`config.mk`:
```
export PLATFORM = sky130hd
export DESIGN_NAME = pll_lock_detector
export DESIGN_NICKNAME = d
export VERILOG_FILES = /design/src/rtl/pll_lock_detector.sv
export SDC_FILE = /design/constraint.sdc
export NUM_CORES = 1
export LEC_CHECK = 0
export ABC_AREA = 1
export BUFFER_PORTS_ARGS = -buffer_cell sky130_fd_sc_hd__buf_4
export CORE_MARGIN = 5
export CORE_UTILIZATION = 30
export CTS_BUF_LIST = sky130_fd_sc_hd__clkbuf_4
export DETAILED_ROUTE_END_ITERATION = 10
export PLACE_DENSITY = 0.55
export REMOVE_ABC_BUFFERS = 1
export SLEW_MARGIN = 30
export SYNTH_ARGS = -nofsm -noshare
export SYNTH_HDL_FRONTEND = slang
export SYNTH_SLANG_ARGS = --single-unit
```
`constraint.sdc`:
```
create_clock -name CLK -period 4.2 [get_ports CLK]
set_clock_uncertainty 0.2 [all_clocks]
set_input_delay 0.21 -clock CLK [delete_from_list [all_inputs] [get_ports CLK]]
set_output_delay 0.21 -clock CLK [all_outputs]
set_load 0.03 [all_outputs]
```
`src/rtl/pll_lock_detector.sv`:
```
// pll_lock_detector
//   Frequency lock monitor for the TX PLL. Counts CLK cycles between
//   synchronised rising edges of Ref_Clk and compares each window with
//   MULT +/- TOL. Locked sets after LOCK_CNT consecutive good windows and
//   clears after UNLOCK_CNT consecutive bad windows. Ref_Lost flags a
//   reference that has been silent for TIMEOUT CLK cycles.
//
// Ports
//   CLK        in   multiplied clock, all logic on its rising edge
//   RST_n      in   asynchronous active-low reset
//   Ref_Clk    in   reference clock, asynchronous, sampled as data
//   Enable     in   1 = monitor runs, 0 = synchronous clear to IDLE
//   Meas_Count out  last measured CLK cycles per reference period
//   Meas_Valid out  one-cycle pulse when Meas_Count updates
//   Locked     out  frequency lock indication
//   Clk_Slow   out  last window below MULT-TOL
//   Clk_Fast   out  last window above MULT+TOL
//   Ref_Lost   out  no reference edge seen for TIMEOUT cycles
module pll_lock_detector #(
  parameter int unsigned CNT_W       = 16,
  parameter int unsigned MULT        = 50,
  parameter int unsigned TOL         = 2,
  parameter int unsigned LOCK_CNT    = 4,
  parameter int unsigned UNLOCK_CNT  = 2,
  parameter int unsigned SYNC_STAGES = 2,
  parameter int unsigned TIMEOUT     = 4 * MULT
) (
  input  logic             CLK,
  input  logic             RST_n,
  input  logic             Ref_Clk,
  input  logic             Enable,
  output logic [CNT_W-1:0] Meas_Count,
  output logic             Meas_Valid,
  output logic             Locked,
  output logic             Clk_Slow,
  output logic             Clk_Fast,
  output logic             Ref_Lost
);

  localparam longint unsigned CNT_MAX = (64'd1 << CNT_W) - 64'd1;

  if (!((MULT + TOL < TIMEOUT) && (64'(TIMEOUT) <= CNT_MAX))) begin : g_bad_timeout
    $error("pll_lock_detector: TIMEOUT must satisfy MULT+TOL < TIMEOUT <= 2**CNT_W-1");
  end
  if ((LOCK_CNT < 1) || (UNLOCK_CNT < 1) || (SYNC_STAGES < 2)) begin : g_bad_counts
    $error("pll_lock_detector: LOCK_CNT>=1, UNLOCK_CNT>=1 and SYNC_STAGES>=2 required");
  end

  localparam int unsigned GOOD_W = $clog2(LOCK_CNT + 1);
  localparam int unsigned BAD_W  = $clog2(UNLOCK_CNT + 1);

  localparam logic signed [CNT_W:0] MULT_S = (CNT_W+1)'(MULT);
  localparam logic signed [CNT_W:0] TOL_S  = (CNT_W+1)'(TOL);

  typedef enum logic [1:0] {
    IDLE,
    ARM,
    MEAS,
    LOCK
  } state_t;

  state_t                   state;
  logic [SYNC_STAGES-1:0]   sync;
  logic                     sync_d;
  logic                     ref_rise;
  logic [CNT_W-1:0]         cnt;
  logic [GOOD_W-1:0]        good_cnt;
  logic [BAD_W-1:0]         bad_cnt;

  logic [CNT_W:0]           meas_ext;
  logic signed [CNT_W:0]    diff;
  logic                     is_slow;
  logic                     is_fast;
  logic                     in_win;
  logic                     timeout_hit;

  // Synchroniser runs regardless of Enable so a reference already high
  // while disabled does not look like a fresh edge once enabled.
  always_ff @(posedge CLK or negedge RST_n) begin
    if (!RST_n) begin
      sync   <= '0;
      sync_d <= 1'b0;
    end else begin
      sync   <= {sync[SYNC_STAGES-2:0], Ref_Clk};
      sync_d <= sync[SYNC_STAGES-1];
    end
  end

  assign ref_rise = sync[SYNC_STAGES-1] & ~sync_d;

  // Window length is cnt+1; one extra bit keeps the signed compare exact.
  always_comb begin
    meas_ext    = {1'b0, cnt} + (CNT_W+1)'(1);
    diff        = $signed(meas_ext) - MULT_S;
    is_slow     = (diff < -TOL_S);
    is_fast     = (diff > TOL_S);
    in_win      = !is_slow && !is_fast;
    timeout_hit = (cnt >= CNT_W'(TIMEOUT - 1));
  end

  always_ff @(posedge CLK or negedge RST_n) begin
    if (!RST_n) begin
      state      <= IDLE;
      cnt        <= '0;
      good_cnt   <= '0;
      bad_cnt    <= '0;
      Meas_Count <= '0;
      Meas_Valid <= 1'b0;
      Locked     <= 1'b0;
      Clk_Slow   <= 1'b0;
      Clk_Fast   <= 1'b0;
      Ref_Lost   <= 1'b0;
    end else if (!Enable) begin
      state      <= IDLE;
      cnt        <= '0;
      good_cnt   <= '0;
      bad_cnt    <= '0;
      Meas_Count <= '0;
      Meas_Valid <= 1'b0;
      Locked     <= 1'b0;
      Clk_Slow   <= 1'b0;
      Clk_Fast   <= 1'b0;
      Ref_Lost   <= 1'b0;
    end else begin
      Meas_Valid <= 1'b0;

      if (ref_rise) begin
        cnt <= '0;
      end else if (cnt != '1) begin
        cnt <= cnt + CNT_W'(1);
      end

      case (state)
        IDLE: begin
          state <= ARM;
        end

        ARM: begin
          if (ref_rise) begin
            Ref_Lost <= 1'b0;
            state    <= MEAS;
          end
        end

        MEAS: begin
          if (ref_rise) begin
            Meas_Valid <= 1'b1;
            Meas_Count <= meas_ext[CNT_W-1:0];
            Clk_Slow   <= is_slow;
            Clk_Fast   <= is_fast;
            if (in_win) begin
              if (good_cnt == GOOD_W'(LOCK_CNT - 1)) begin
                Locked   <= 1'b1;
                good_cnt <= '0;
                state    <= LOCK;
              end else begin
                good_cnt <= good_cnt + GOOD_W'(1);
              end
            end else begin
              good_cnt <= '0;
            end
          end else if (timeout_hit) begin
            Ref_Lost <= 1'b1;
            Locked   <= 1'b0;
            good_cnt <= '0;
            bad_cnt  <= '0;
            state    <= ARM;
          end
        end

        LOCK: begin
          if (ref_rise) begin
            Meas_Valid <= 1'b1;
            Meas_Count <= meas_ext[CNT_W-1:0];
            Clk_Slow   <= is_slow;
            Clk_Fast   <= is_fast;
            if (!in_win) begin
              if (bad_cnt == BAD_W'(UNLOCK_CNT - 1)) begin
                Locked  <= 1'b0;
                bad_cnt <= '0;
                state   <= MEAS;
              end else begin
                bad_cnt <= bad_cnt + BAD_W'(1);
              end
            end else begin
              bad_cnt <= '0;
            end
          end else if (timeout_hit) begin
            Ref_Lost <= 1'b1;
            Locked   <= 1'b0;
            good_cnt <= '0;
            bad_cnt  <= '0;
            state    <= ARM;
          end
        end

        default: begin
          state <= IDLE;
        end
      endcase
    end
  end

endmodule

```
==> impl_metrics.json, run 1 <==
{
  "worst_ir_drop_vdd_mv": 0.148,
  "grt_pass1_vias": 2474,
  "die_w_um": 106,
  "outcome": "finished, final reports clean",
  "slew_viol_final": 0,
  "fin_crit_sh": 0.743,
  "finalPower_uw": 869,
  "startpoint": "cnt[0]$_DFFE_PN0P_",
  "synth_largest_area_cell": "dfrtp_1",
  "cts_tree": "done",
  "vias": 2532,
  "yosys-top-cells-area": "dfrtp_1, nand2_1, o21ai_0",
  "num_io_pins": 25,
  "ys_dominant_reg_cell": "dfrtp_1",
  "fin_ws_ps": 1080,
  "dp_hpwl_um": 5170,
  "finalSetupViolations": 0,
  "grtUsageTotal": 0.132,
  "endpoint_kind": "register",
  "numPortBuffers": 24,
  "rsz0062_at_grt": "no",
  "reg2reg_depth": 14,
  "cp_max_fo": 15,
  "path_class": "reg -> reg",
  "reg2reg_setup_slack_ps": 1080,
  "synth_cells": 382,
  "synth_edf_count": 0,
  "async_reset_ff_frac": 1.00,
  "cp-start-kind": "register",
  "cts_root_buf": "clkbuf_4",
  "nets": 415,
  "syn_to_final_growth_pct": 14.1,
  "cts_buffers": 5,
  "pre_cts_ws_ps": 1160,
  "ys_seq_area_frac": 0.428,
  "routed_via_density": 4.86,
  "worstSkewPairLatency_ps": 380,
  "yosysUniqueCellTypes": 27,
  "wire_per_inst_um": 13.1,
  "p_per_area_nw_per_um2": 277,
  "clock.fmax_mhz": 320,
  "cp.arrival_ps": 3200,
  "fillers": 984,
  "p_leak_nw": 1.60,
  "finalHoldViolations": 0,
  "maxCapViolCount": 0,
  "tightest_slew_ps": 760,
  "min_period_ps": 3120,
  "core_area_um2": 9060,
  "r2r-end": "Locked$_DFFE_PN0P_",
  "overflow": 0,
  "hold_ws_ps": 165,
  "die_h_um": 106,
  "grt_pass1_wl_um": 12200,
  "ctsHtreeMaxLevel": 2,
  "hold_path.class": "in -> async",
  "synth_area_um2": 2750,
  "ant_nets": 0,
  "yosysWarnings": 0,
  "drt_first_pass_iters": 4,
  "syn_area_per_cell_um2": 7.19,
  "synth_seq_cells": 47,
  "cts.repair.resized": 0,
  "layout-drive-gt1-share": 0.134,
  "clk_pin_slew_ps": 160,
  "initial_core_util": 0.303,
  "wl_um": 6840,
  "grt_antenna_before_repair": 0,
  "setup_tns_ps": 0,
  "r2r_start": "cnt[0]$_DFFE_PN0P_",
  "clkSinkCount": 47,
  "cp.required_ps": 4280,
  "dieArea_um2": 11200,
  "grt_max_degree": 48,
  "gp_congestion": 0.893,
  "synth_top_area_share": 0.428,
  "max_slew_margin": 0.493,
  "drcViolationCount": 0,
  "antenna_cells": 0,
  "cts_max_path_buffers": 2,
  "rows": 35,
  "drt_iter0_drc": 158
}
## per-layer routing
metal  wire (um)  share of wire  track usage  up-vias
li1            -              -            -     1290
met2        2940           0.43        0.199       50
met4         116          0.017       0.0370        0
met3         336          0.049       0.0257       10
met5           0              0            0        -
met1        3450           0.50        0.193     1182
## worst max-delay path by stage
| stage | endpoint | slack (ps) | cells past startpoint |
|---|---|---|---|
| 6_report | Locked$_DFFE_PN0P_ | 1080 | 14 |
| 5_1_grt | Locked$_DFFE_PN0P_ | 690 | 14 |
| 4_1_cts | Locked$_DFFE_PN0P_ | 1120 | 12 |
| 3_5_place_dp | Locked$_DFFE_PN0P_ | 1160 | 12 |
| 3_3_place_gp | Locked$_DFFE_PN0P_ | 1360 | 12 |
| 2_1_floorplan | Locked$_DFFE_PN0P_ | 1610 | 14 |
## cells by family after synthesis
family	after synthesis	share of synthesized area
xor+xnor	4	0.0128
simple gates	192	0.322
flops	47	0.428
compound gates	74	0.140
buf+inv	63	0.0875
fa+ha+maj	2	0.00911
## through the flow
stage | instances | utilization | cell area, um^2
5_1_grt | 521 | 0.346 | 3130
3_5_place_dp | 510 | 0.335 | 3040
6_report | 521 | 0.346 | 3130
2_1_floorplan | 374 | - | 2710
3_3_place_gp | 510 | 0.335 | 3040
4_1_cts | 521 | 0.346 | 3130
## critical path: stages, from the launching register on
cell and delay (ps):
dfrtp_1 480, ha_1 280, nand2_1 150, nor2_4 170
nand4_1 150, nor4_2 360, inv_1 370, xor2_1 290
inv_1 70, nand2_2 100, nand2_2 80, nand2_2 70
nand2_1 70, o21bai_1 130, nand2_1 70
## sequential cells by signal (all words and copies together), names as in the netlist
signal and cells:
bad_cnt 2, cnt 16, Locked 1, state 2, Meas_Valid 1, sync 2
Clk_Slow 1, Ref_Lost 1, good_cnt 3, Meas_Count 16, sync_d 1, Clk_Fast 1
## final cells by class
class / count / area (um^2) / area share
clock inverters: 3 / 25.0 / 0.00799
well taps: 111 / 139 / 0.0443
clock buffers: 5 / 37.5 / 0.0120
repair buffers: 28 / 218 / 0.0695
flip-flops and latches: 47 / 1180 / 0.375
inverters: 55 / 206 / 0.0659
multi-input cells: 272 / 1330 / 0.425
## power by group
group / internal (mW) / total, mW / switching, mW / leakage [nW]
Combinational: 0.0442 / 0.146 / 0.102 / 0.928
Sequential: 0.470 / 0.488 / 0.0181 / 0.645
Clock: 0.0675 / 0.234 / 0.167 / 0.0314
## synthesized netlist by cell type, types with 2 or more instances
library cell	n
xor2_1	3
clkbuf_1	7
inv_1	54
o21bai_1	3
nand2_1	86
nand4_1	14
dfrtp_1	47
o21ai_0	50
nor2_4	3
nand3_1	28
nand2_2	8
ha_1	2
nor2_1	41
nor2_2	6
a21oi_1	17
nor3_1	2
## timing repair
action | in CTS | in global routing
endpoints found under the hold margin | 51 | 0
buffers inserted | 0 | 0
hold buffers | 3 | 0
## cell usage in the layout, fill, tap and decap left out
| cell type | netlist | layout |
|---|---|---|
| dlygate4sd3_1 | 0 | 3 |
| nand3_4 | 1 | 1 |
| nand3_1 | 28 | 28 |
| nor2_1 | 41 | 40 |
| dfrtp_1 | 47 | 47 |
| xnor2_1 | 1 | 1 |
| o211ai_1 | 1 | 1 |
| nand4_1 | 14 | 14 |
| nand2_2 | 8 | 8 |
| inv_2 | 1 | 1 |
| nand3_2 | 1 | 1 |
| clkinv_4 | 0 | 2 |
| clkbuf_4 | 0 | 5 |
| o21bai_1 | 3 | 3 |
| nand2_1 | 86 | 86 |
| nor2_2 | 6 | 7 |
| nor4_2 | 1 | 1 |
| buf_4 | 1 | 25 |
| nand3b_1 | 1 | 1 |
| o21ai_0 | 50 | 50 |
| nor3_1 | 2 | 2 |
| a22oi_1 | 1 | 1 |
| inv_1 | 54 | 54 |
| nor2_4 | 3 | 3 |
| xor2_1 | 3 | 3 |
| clkinvlp_4 | 0 | 1 |
| o21ai_1 | 1 | 1 |
| a211oi_1 | 1 | 1 |
| a21oi_1 | 17 | 17 |
| ha_1 | 2 | 2 |
Note: power is estimated with default switching activity, not from simulation.
==> run 2: changes to the inputs <==
- clock period: 4.2 -> 3 ns (I/O delays scaled with it)
==> run 2 against run 1 <==
Global-route usage about the same. Combinational power grew 45%. Sequential power grew 40%. Worst setup slack got worse by 820 ps. Power is 48% higher. Clock power increased by 69%. First-iteration DRC count down 27%. Worst hold slack worse by 31 ps. Sequential cell count unchanged. Clock-buffer cell count unchanged. Sequential share of layout area down 1.2 points. Critical path type unchanged. Highest routed layer unchanged.
==> impl_metrics.json, run 2 (synthesized netlist as in run 1, its figures left out) <==
{
  "grt_antenna_before_repair": 0,
  "endpoint_kind": "register",
  "ant_nets": 0,
  "dieArea_um2": 11200,
  "grt_pass1_wl_um": 12200,
  "wire_per_inst_um": 13.2,
  "layout-drive-gt1-share": 0.160,
  "finalSetupViolations": 0,
  "max_slew_margin": 0.590,
  "p_per_area_nw_per_um2": 398,
  "worstSkewPairLatency_ps": 360,
  "grtUsageTotal": 0.132,
  "fin_util": 0.357,
  "power.clock.fraction": 0.307,
  "pwr-share-seq": 0.529,
  "clkSinkCount": 47,
  "finalHoldViolations": 0,
  "cp.required_ps": 3070,
  "p_switching_uw": 384,
  "gp_congestion": 0.861,
  "cp.arrival_ps": 2820,
  "path_class": "reg -> reg",
  "dp_hpwl_um": 5140,
  "final_cell_mix": "nand2_1, inv_1, o21ai_0",
  "grt_max_degree": 48,
  "die_h_um": 106,
  "cts_root_buf": "clkbuf_4",
  "p_leak_nw": 1.66,
  "clock.fmax_mhz": 364,
  "initial_core_util": 0.303,
  "outcome": "finished, final reports clean",
  "antenna_cells": 0,
  "min_period_ps": 2740,
  "ctsHtreeMaxLevel": 2,
  "fillers": 976,
  "vias": 2589,
  "core_area_um2": 9060,
  "final_area_um2": 3240,
  "numPortBuffers": 24,
  "hold_path.class": "in -> async",
  "drt_first_pass_iters": 5,
  "syn_to_final_growth_pct": 17.9,
  "cts_max_path_buffers": 2,
  "cts_tree": "done",
  "routed_via_density": 4.89,
  "overflow": 0,
  "placed_cell_area_um2": 3080,
  "num_io_pins": 25,
  "wl_um": 6990,
  "drcViolationCount": 0,
  "internal_power_uw": 904,
  "slew_viol_final": 0,
  "pwr-share-comb": 0.164,
  "reg_top3": "Meas_Count (16), cnt (16), good_cnt (3)",
  "cp_max_fo": 6,
  "finalPower_mw": 1.29,
  "maxCapViolCount": 0,
  "worst_ir_drop_vdd_mv": 0.181,
  "drt_iter0_drc": 116,
  "layout_commonest_cell": "nand2_1",
  "cp-start-kind": "register",
  "clk_pin_slew_ps": 150,
  "p_sw_frac": 0.298,
  "tightest_slew_ps": 615,
  "rows": 35,
  "cts_buffers": 5,
  "fin_crit_sh": 0.915,
  "grt_pass1_vias": 2546,
  "die_w_um": 106,
  "nets": 423
}
-- run 2: path summary, 6_finish.rpt --
path / startpoint / slack [ps] / to / cells after the start
max: cnt[1]$_DFFE_PN0P_ / 260 / Locked$_DFFE_PN0P_ / 18
min: RST_n / 130 / state[1]$_DFFE_PN0P_ / 2
max reg2reg: cnt[1]$_DFFE_PN0P_ / 260 / Locked$_DFFE_PN0P_ / 18
min reg2reg: sync[0]$_DFF_PN0_ / 170 / sync[1]$_DFF_PN0_ / 0
max in group asynchronous: RST_n / 2020 / cnt[0]$_DFFE_PN0P_ / 2
min in group CLK: sync[0]$_DFF_PN0_ / 170 / sync[1]$_DFF_PN0_ / 0
-- run 2: layout make-up --
type | instances | area (um^2) | area share
Inverter | 55 | 206 | 0.0638
Clock buffer | 5 | 37.5 | 0.0116
Tap cell | 111 | 139 | 0.0429
Clock inverter | 3 | 43.8 | 0.0135
Multi-Input combinational cell | 272 | 1350 | 0.418
Sequential cell | 47 | 1180 | 0.364
Timing Repair Buffer | 36 | 278 | 0.0858
-- run 2: through the flow --
| stage | hold WS, ps | setup slack, ps | setup TNS (ps) | cells |
|---|---|---|---|---|
| 4_1_cts | 147 | 87.2 | 0 | 527 |
| 5_1_grt | 169 | -1.99 | -3.85 | 529 |
| 2_1_floorplan | -346 | 408 | 0 | 374 |
| 3_5_place_dp | 12.1 | 123 | 0 | 516 |
| 6_report | 134 | 256 | 0 | 529 |
| 3_3_place_gp | 1.51 | 172 | 0 | 516 |
-- run 2: power by group through the flow --
stage	Sequential (mW)	Combinational, mW	Clock, mW
4_1_cts	0.682	0.208	0.410
6_report	0.682	0.211	0.396
5_1_grt	0.686	0.243	0.433
3_5_place_dp	0.694	0.204	0
3_3_place_gp	0.693	0.205	0
2_1_floorplan	0.707	0.112	0
-- run 2: timing repair --
action                                  CTS  global route
buffers inserted                          0             2
hold buffers                              3             0
endpoints found under the setup margin    0             7
endpoints found under the hold margin    52             0
resized for setup                         0             7
-- run 2: worst max-delay path, cell delays in order (launching register included) --
cell,delay [ps]
dfrtp_1,430
ha_2,240
nand2_1,140
nor2_4,210
nand3_1,150
nand2_4,150
nand3_4,90
nor2_4,170
nand2_2,70
nand2_1,60
nand2_1,50
nor2_1,130
nand3_1,100
nand2_2,100
nand2_2,70
nand2_2,70
nand2_1,60
o21bai_1,120
nand2_1,60
-- run 2: per-layer routing --
layer,up-vias,GRT usage,share of wire
met5,-,0,0
met2,56,0.209,0.45
met4,0,0.0296,0.0070
met1,1218,0.187,0.50
li1,1311,-,-
met3,4,0.0233,0.048
==> run 3: changes to the inputs <==
- REMOVE_ABC_BUFFERS: 1 -> unset
==> run 3 against run 2 <==
Sequential cell count unchanged. Power is 6.3% lower. Sequential power about the same. Wire length rose by 1.0%. Worst setup slack worse by 4.9 ps. Core utilization rose by 0.15 points. Combinational power barely moved. Register-to-register slack barely moved. Via count is 1.0% lower. Largest power group unchanged.
==> impl_metrics.json, run 3 (synthesized netlist as in run 1, its figures left out) <==
{
  "outcome": "finished, final reports clean",
  "reg2reg_setup_slack_ps": 250,
  "grt_antenna_before_repair": 0,
  "antenna_cells": 0,
  "max_stage_delay_ps": 440,
  "setup_tns_ps": 0,
  "num_io_pins": 25,
  "slew_viol_final": 0,
  "routed_via_density": 4.83,
  "grt_pass1_wl_um": 11900,
  "grt_pass1_vias": 2447,
  "multi_input_area_um2": 1380,
  "r2r-end": "Locked$_DFFE_PN0P_",
  "critical-path-slowest-cell": "dfrtp_1",
  "worst_ir_drop_vdd_mv": 0.204,
  "clkSinkCount": 47,
  "cp.arrival_ps": 2840,
  "ctsHtreeMaxLevel": 2,
  "finalHoldViolations": 0,
  "worstPathCellList": "buf_4, nand2_2, nor2_2, nand4_1, nand2_1, nand2_1, nor2_4, nand3_2, xor2_2, inv_1, nand2_2, nand2_2, nand2_2, nand2_1, o21bai_1, nand2_1",
  "die_w_um": 106,
  "min_period_ps": 2750,
  "layout_commonest_cell": "nand2_1",
  "cts_tree": "done",
  "dieArea_um2": 11200,
  "r2r_start": "cnt[1]$_DFFE_PN0P_",
  "path_class": "reg -> reg",
  "p_leak_nw": 1.65,
  "die_h_um": 106,
  "endpoint_kind": "register",
  "syn_nets": 388,
  "initial_core_util": 0.303,
  "final_cell_mix": "nand2_1, inv_1, o21ai_0",
  "nets": 425,
  "reg2reg_depth": 16,
  "final_area_um2": 3250,
  "drcViolationCount": 0,
  "layout-drive-gt1-share": 0.174,
  "hold_path.class": "in -> async",
  "cp_max_fo": 7,
  "grtUsageTotal": 0.131,
  "fin_util": 0.358,
  "drt_iter0_drc": 179,
  "fillers": 948,
  "clk_pin_slew_ps": 150,
  "fin_crit_sh": 0.916,
  "numPortBuffers": 24,
  "drt_first_pass_iters": 4,
  "rows": 35,
  "finalSetupViolations": 0,
  "critPathTopFamily": "simple AND/OR/NAND/NOR gates",
  "cp.required_ps": 3090,
  "gp_congestion": 0.864,
  "wl_um": 7060,
  "vias": 2563,
  "grt_max_degree": 48,
  "final_cells": 531,
  "maxCapViolCount": 0,
  "regArea_um2": 1180,
  "core_area_um2": 9060,
  "cp-start-kind": "register",
  "syn_to_final_growth_pct": 18.4,
  "placed_cell_area_um2": 3090,
  "ant_nets": 0,
  "reg_top3": "Meas_Count (16), cnt (16), good_cnt (3)",
  "clock.fmax_mhz": 364,
  "dp_hpwl_um": 5160,
  "overflow": 0,
  "p_per_area_nw_per_um2": 372,
  "worstSkewPairLatency_ps": 380,
  "max_slew_margin": 0.521,
  "tightest_slew_ps": 717,
  "cts_root_buf": "clkbuf_4",
  "wire_per_inst_um": 13.3,
  "cts_buffers": 5,
  "place_inst": 516,
  "crit_buf_inv": 2,
  "cts_max_path_buffers": 2
}
==> run 3: area by class of cell <==
class                   instances  area share
repair buffers                 38      0.0901
clock buffers                   5      0.0116
well taps                     111      0.0427
clock inverters                 3     0.00616
inverters                      55      0.0635
multi-input cells             272       0.424
flip-flops and latches         47       0.362
==> run 3: per-stage QoR <==
step	hold slack [ps]	worst slack [ps]	power, mW
2_1_floorplan	-346	529	0.825
3_3_place_gp	4.19	245	0.897
3_5_place_dp	8.99	137	0.899
4_1_cts	117	106	1.22
5_1_grt	169	-10.7	1.27
6_report	93.9	251	1.21
==> run 3: layer usage <==
layer / vias to the layer above / track usage / share of wire
met1: 1183 / 0.187 / 0.51
met2: 62 / 0.205 / 0.43
met3: 7 / 0.0208 / 0.049
li1: 1311 / - / -
met4: 0 / 0.0342 / 0.0098
met5: - / 0 / 0
==> run 3: report_power, final <==
part	total, mW	internal [mW]	switching [mW]
Sequential	0.684	0.658	0.0258
Combinational	0.213	0.0701	0.143
Clock	0.310	0.0898	0.221
==> run 3: timing repair <==
| action | 4_1_cts | 5_1_grt |
|---|---|---|
| endpoints found under the setup margin | 0 | 7 |
| gates resized for setup | 0 | 12 |
| hold buffers | 3 | 0 |
| endpoints found under the hold margin | 54 | 0 |
| buffers inserted | 0 | 4 |
==> run 3: worst reg2reg max path, delay by kind of cell (launching register included) <==
family | cells | cell delay (ps)
xor gates and xnor gates | 1 | 180
DFF | 1 | 440
buffers and inverters | 2 | 220
AOI/OAI and AO/OA | 1 | 140
and+or+nand+nor | 12 | 1500
==> run 3: how the worst max path moves through the flow <==
| stage | slack, ps | from | endpoint | cells past startpoint |
|---|---|---|---|---|
| after floorplan | 530 | cnt[0]$_DFFE_PN0P_ | Locked$_DFFE_PN0P_ | 16 |
| after global placement | 250 | cnt[0]$_DFFE_PN0P_ | state[0]$_DFFE_PN0P_ | 18 |
| after detailed placement | 140 | cnt[0]$_DFFE_PN0P_ | Locked$_DFFE_PN0P_ | 16 |
| after CTS | 110 | cnt[0]$_DFFE_PN0P_ | Locked$_DFFE_PN0P_ | 14 |
| after global routing | -10 | cnt[0]$_DFFE_PN0P_ | state[0]$_DFFE_PN0P_ | 16 |
| final | 250 | cnt[1]$_DFFE_PN0P_ | Locked$_DFFE_PN0P_ | 16 |
